$ cat src/rtl/game_judge.sv
// Round referee: ends a round when Tom holds Jerry for CATCH_FRAMES consecutive
// frames (gameover=01) or when the seconds countdown expires (gameover=10).
module game_judge #(
    parameter int CLK_HZ       = 65_000_000,
    parameter int GAME_SECONDS = 60,
    parameter int SPRITE_W     = 64,
    parameter int SPRITE_H     = 64,
    parameter int CATCH_FRAMES = 3
) (
    input  logic        clk,
    input  logic        rst,
    input  logic        start,
    input  logic        reset,
    input  logic        frame_tick,
    input  logic [11:0] tom_x,
    input  logic [11:0] tom_y,
    input  logic [11:0] jerry_x,
    input  logic [11:0] jerry_y,
    output logic [1:0]  gameover,
    output logic        running,
    output logic [7:0]  seconds_left
);

    localparam int              PW        = (CLK_HZ > 1) ? $clog2(CLK_HZ) : 1;
    localparam logic [PW-1:0]   PRESC_MAX = PW'(CLK_HZ - 1);
    localparam logic [7:0]      SECS      = 8'(GAME_SECONDS);
    localparam logic [3:0]      CATCH_N   = 4'(CATCH_FRAMES);
    localparam logic [12:0]     W13       = 13'(SPRITE_W);
    localparam logic [12:0]     H13       = 13'(SPRITE_H);

    typedef enum logic [1:0] {
        S_IDLE = 2'd0,
        S_RUN  = 2'd1,
        S_DONE = 2'd2
    } state_t;

    state_t        state_q, state_d;
    logic [1:0]    gameover_q, gameover_d;
    logic          running_q, running_d;
    logic [7:0]    seconds_left_q, seconds_left_d;
    logic [PW-1:0] presc_q, presc_d;
    logic [3:0]    catch_q, catch_d;

    logic [12:0]   tx, ty, jx, jy;
    logic          overlap;
    logic [3:0]    catch_inc;
    logic          presc_wrap;
    logic          catch_evt;
    logic          timeout_evt;

    // 13-bit operands keep corner+size from wrapping near the 4095 edge.
    always_comb begin
        tx = {1'b0, tom_x};
        ty = {1'b0, tom_y};
        jx = {1'b0, jerry_x};
        jy = {1'b0, jerry_y};
        overlap = (tx < jx + W13) && (jx < tx + W13) &&
                  (ty < jy + H13) && (jy < ty + H13);
    end

    always_comb begin
        catch_inc   = (catch_q == 4'hF) ? 4'hF : catch_q + 4'd1;
        presc_wrap  = (presc_q == PRESC_MAX);
        catch_evt   = frame_tick && overlap && (catch_inc == CATCH_N);
        timeout_evt = presc_wrap && (seconds_left_q == 8'd1);
    end

    always_comb begin
        state_d        = state_q;
        gameover_d     = gameover_q;
        running_d      = running_q;
        seconds_left_d = seconds_left_q;
        presc_d        = presc_q;
        catch_d        = catch_q;

        unique case (state_q)
            S_IDLE: begin
                if (start) begin
                    state_d        = S_RUN;
                    running_d      = 1'b1;
                    seconds_left_d = SECS;
                    presc_d        = '0;
                    catch_d        = 4'd0;
                end
            end
            S_RUN: begin
                if (presc_wrap) begin
                    presc_d        = '0;
                    seconds_left_d = seconds_left_q - 8'd1;
                end else begin
                    presc_d = presc_q + PW'(1);
                end
                if (frame_tick) begin
                    catch_d = overlap ? catch_inc : 4'd0;
                end
                // A catch outranks a timeout landing on the same edge.
                if (catch_evt) begin
                    state_d    = S_DONE;
                    gameover_d = 2'b01;
                    running_d  = 1'b0;
                end else if (timeout_evt) begin
                    state_d    = S_DONE;
                    gameover_d = 2'b10;
                    running_d  = 1'b0;
                end
            end
            S_DONE: begin
            end
            default: begin
                state_d = S_IDLE;
            end
        endcase

        if (reset) begin
            state_d        = S_IDLE;
            gameover_d     = 2'b00;
            running_d      = 1'b0;
            seconds_left_d = SECS;
            presc_d        = '0;
            catch_d        = 4'd0;
        end
    end

    always_ff @(posedge clk) begin
        if (!rst) begin
            state_q        <= S_IDLE;
            gameover_q     <= 2'b00;
            running_q      <= 1'b0;
            seconds_left_q <= SECS;
            presc_q        <= '0;
            catch_q        <= 4'd0;
        end else begin
            state_q        <= state_d;
            gameover_q     <= gameover_d;
            running_q      <= running_d;
            seconds_left_q <= seconds_left_d;
            presc_q        <= presc_d;
            catch_q        <= catch_d;
        end
    end

    assign gameover     = gameover_q;
    assign running      = running_q;
    assign seconds_left = seconds_left_q;

endmodule

$ cat config.mk
export PLATFORM = sky130hd
export DESIGN_NAME = game_judge
export DESIGN_NICKNAME = d
export VERILOG_FILES = /design/src/rtl/game_judge.sv
export SDC_FILE = /design/constraint.sdc
export NUM_CORES = 1
export LEC_CHECK = 0
export BUFFER_PORTS_ARGS = -buffer_cell sky130_fd_sc_hd__buf_4
export CAP_MARGIN = 20
export CORE_MARGIN = 3
export CORE_UTILIZATION = 28
export DETAILED_ROUTE_END_ITERATION = 10
export GPL_ROUTABILITY_DRIVEN = 0
export PLACE_DENSITY = 0.5
export SLEW_MARGIN = 5
export SYNTH_ARGS = -nofsm -noshare
export SYNTH_HDL_FRONTEND = slang
export SYNTH_SLANG_ARGS = --single-unit
$ cat constraint.sdc
create_clock -name clk -period 2.5 [get_ports clk]
set_input_delay 0.125 -clock clk [delete_from_list [all_inputs] [get_ports clk]]
set_output_delay 0.125 -clock clk [all_outputs]
set_load 0.02 [all_outputs]
==> summary.md <==
| Metric | Value |
|---|---|
| Crit-path leading delay family | `simple AND/OR/NAND/NOR gates` |
| Clk sink count | `43` |
| Max Clk Rate | `437 MHz` |
| Worst hold path type | `in2reg` |
| Sequential fraction of the synthesis area | `25.4%` |
| Place WS | `-0.130 ns` |
| GR Overflow Total | `0` |
| EDFF count, synth | `0` |
| Hold Crit Depth | `4` |
| LEAKAGE | `1.87 nW` |
| Port Buf Inserts | `63` |
| Clk Tree Root Cell | `clkbuf_16` |
| Stages on worst setup path | `11` |
| Final hold violations | `0` |
| Required time worst endpoint | `2.65 ns` |
| Worst skew pair latency | `0.28 ns` |
| CTS tree | `yes` |
| Fill cell count | `1209` |
| Worst Setup Slack, final | `0.212 ns` |
| Mapped Cells | `419` |
| Cell repeated most along the worst path | `ha_1` |
| CTS clk-pin slew, worst paths | `0.06 ns` |
| IO Count | `64` |
| Largest net degree at the start of global routing | `25` |
| Ys async rst share | `0%` |
| Tot GR Track Use | `12.9%` |
| Hold slack | `0.157 ns` |
| Maximum VDD drop | `0.256 mV` |
| Synth warnings | `0` |
| Post-route ant nets | `0` |
| Count of final max-slew check failures | `0` |
| Min Clock Period, post-route | `2.29 ns` |
| Longest Clk Path Bufs | `2` |
| R2R cell count | `9` |
| Area growth, synth to finish | `29.0%` |
| Initial antenna violation count | `0` |
| Yosys reg bits | `43` |
| Crit-path cells | `buf_4, ha_1, nand3_1, xor2_1, ha_1, a21o_1, a221o_1, a21oi_2, o22ai_1, or4_1, nor3b_1` |
| RSZ-0062 raised after global routing | `no` |
| Final core utilization | `37.7%` |
| Initial Util | `29.2%` |
| Crit path buf inv count | `1` |
| Nets | `609` |
| Delay of the slowest critical-path stage | `0.56 ns` |
| Final Skew | `0.00581 ns` |
| Share of layout cells above drive strength 1 | `20.7%` |
| Post-Route WL | `8490 µm` |
| Critical Path Start Type | `primary input` |
| Measured slew at the worst slew-check pin | `0.488 ns` |
| Row cnt | `39` |
| H-tree levels | `2` |
| Crit end category | `flop` |
| First-pass GRT wire length | `14300 µm` |
| Post-DR wirelength/cell | `13.1 µm` |
| PwrDens | `420 nW/µm²` |
| Initial drt markers | `174` |
| Routed vias | `3221` |
| Fin crit share | `91.5%` |
| Antenna Cells | `0` |
| Die area | `13500 µm²` |
| Syn avg cell area | `8.10 µm²` |
| Maximum fanout along the worst path | `3` |
| Ys flop type | `dfxtp_1` |
| Setup violators final | `0` |
| DP HPWL | `7040 µm` |
| Buffer count from post-CTS setup fixing | `0` |
| Core outline area | `11600 µm²` |
| Drt first pass iters | `4` |
| TritonCTS Buffers | `5` |
| Yosys cell types | `54` |
| Chip Width | `116 µm` |
| # DRC | `0` |
| Slew HR | `66.6%` |
| Syn Nets | `522` |
| Max_cap viols | `0` |
| Status | `complete, no violations` |
| Chip height | `116 µm` |
| WS Path Type | `in2reg` |
| DR vias/cell | `4.96` |
| Mapped Area | `3390 µm²` |
| Slowest stage cell on the critical path | `or4_1` |
| Number of global-route vias before repair | `3127` |
| Crit path arrival time | `2.44 ns` |
area by class of cell:
cell class	count	area, µm²	area share [%]
multi-input cells	338	2390	54.7
repair buffers	85	651	14.9
inverters	33	124	2.83
flip-flops and latches	43	861	19.7
clock inverters	3	43.8	1.00
clock buffers	5	125	2.86
well taps	143	179	4.09
per-stage QoR:
stage / total power [mW] / TNS [ns] / area (µm²) / instances
floorplan: 0.929 / 0 / 3390 / 419
global placement: 1.10 / -0.140 / 4200 / 642
detailed placement: 1.11 / -0.283 / 4200 / 642
CTS: 1.86 / 0 / 4370 / 650
global route: 1.94 / 0 / 4380 / 650
finish: 1.84 / 0 / 4380 / 650
worst paths after layout:
path	from	to	slack [ns]
max	tom_x[6]	gameover[1]$_SDFFE_PP0P_	0.21
min	reset	seconds_left[0]$_SDFFE_PP0P_	0.16
max reg2reg	presc_q[0]$_SDFFE_PP0P_	gameover[1]$_SDFFE_PP0P_	0.29
min reg2reg	presc_q[15]$_SDFFE_PP0P_	presc_q[15]$_SDFFE_PP0P_	0.48
placed cells by master (no fill, tap or decap), drive strengths merged, types with 3 or more instances in the layout:
| cell type | netlist | routed |
|---|---|---|
| nand3 | 34 | 34 |
| or2 | 3 | 3 |
| a21oi | 20 | 20 |
| nand2 | 29 | 29 |
| o21ai | 19 | 19 |
| nand4 | 9 | 9 |
| nand2b | 4 | 4 |
| ha | 50 | 50 |
| nor2 | 47 | 47 |
| a21o | 7 | 7 |
| nor4 | 5 | 5 |
| nor3 | 7 | 7 |
| a2111oi | 3 | 3 |
| inv | 33 | 33 |
| clkbuf | 1 | 5 |
| buf | 4 | 85 |
| dfxtp | 43 | 43 |
| and3 | 10 | 10 |
| xnor2 | 10 | 10 |
| a41oi | 5 | 5 |
| xor2 | 30 | 30 |
| a31oi | 5 | 5 |
| a211oi | 4 | 4 |
| or4 | 3 | 3 |
| or3 | 3 | 3 |
routing by layer:
| metal | global-route usage, % | wire length (µm) | up-vias |
|---|---|---|---|
| met4 | 2.86 | 63 | 0 |
| met5 | 0 | 0 | - |
| met3 | 2.35 | 322 | 5 |
| li1 | - | - | 1681 |
| met2 | 22.7 | 4120 | 55 |
| met1 | 16.5 | 3980 | 1480 |
report_power, final:
group / switching [mW] / total [mW] / leakage (nW) / internal, mW
registers: 0.00549 / 0.695 / 0.347 / 0.689
clock network: 0.267 / 0.738 / 0.0838 / 0.471
logic: 0.209 / 0.407 / 1.44 / 0.197
total: 0.482 / 1.84 / 1.87 / 1.36
registers in the layout, indices dropped and copies added, names as in the netlist:
name,flops
seconds_left,8
state_q,2
running,1
gameover,2
catch_q,4
presc_q,26
repair_timing:
action	CTS	global route
hold buffers	0	0
endpoints found under the setup margin	0	1
gates resized for setup	0	2
cells in the mapped netlist, types with 2 or more instances:
library cell | number | area share, %
ha_1 | 50 | 18
nor2_1 | 46 | 5.1
dfxtp_1 | 43 | 25
inv_1 | 33 | 3.7
nand3_1 | 33 | 4.9
xor2_1 | 30 | 7.7
nand2_1 | 28 | 3.1
a21oi_1 | 20 | 2.9
o21ai_0 | 19 | 2.8
and3_1 | 10 | 1.8
xnor2_1 | 10 | 2.6
nand4_1 | 9 | 1.7
a21o_1 | 7 | 1.5
nor3_1 | 6 | 0.88
a31oi_1 | 5 | 0.92
a41oi_1 | 5 | 1.3
a211oi_1 | 4 | 0.88
buf_2 | 4 | 0.59
nand2b_1 | 4 | 0.74
nor4_1 | 4 | 0.74
a2111oi_0 | 3 | 0.77
or3_1 | 3 | 0.55
or4_1 | 3 | 0.66
a22oi_1 | 2 | 0.44
a32oi_1 | 2 | 0.52
and2_1 | 2 | 0.37
nand3b_1 | 2 | 0.44
nor3b_1 | 2 | 0.44
o2111ai_1 | 2 | 0.52
o22ai_1 | 2 | 0.37
o31ai_1 | 2 | 0.44
or2_2 | 2 | 0.37
cells by family after synthesis:
family	synth area share (%)
simple gates	25.2
compound gates	16.3
fa+ha+maj	18.4
flops	25.4
xor+xnor	10.3
buf+inv	4.35
worst reg2reg max path, cell delays in order, from the launching register on:
cell and delay (ns):
dfxtp_1 0.37, ha_1 0.21, nand2_1 0.10, or2_1 0.26, nor4_1 0.39, buf_4 0.19
nand4_1 0.18, nor2_1 0.19, nor2_1 0.06, nor3b_1 0.18
No activity file was read; power rests on OpenSTA's default activity.
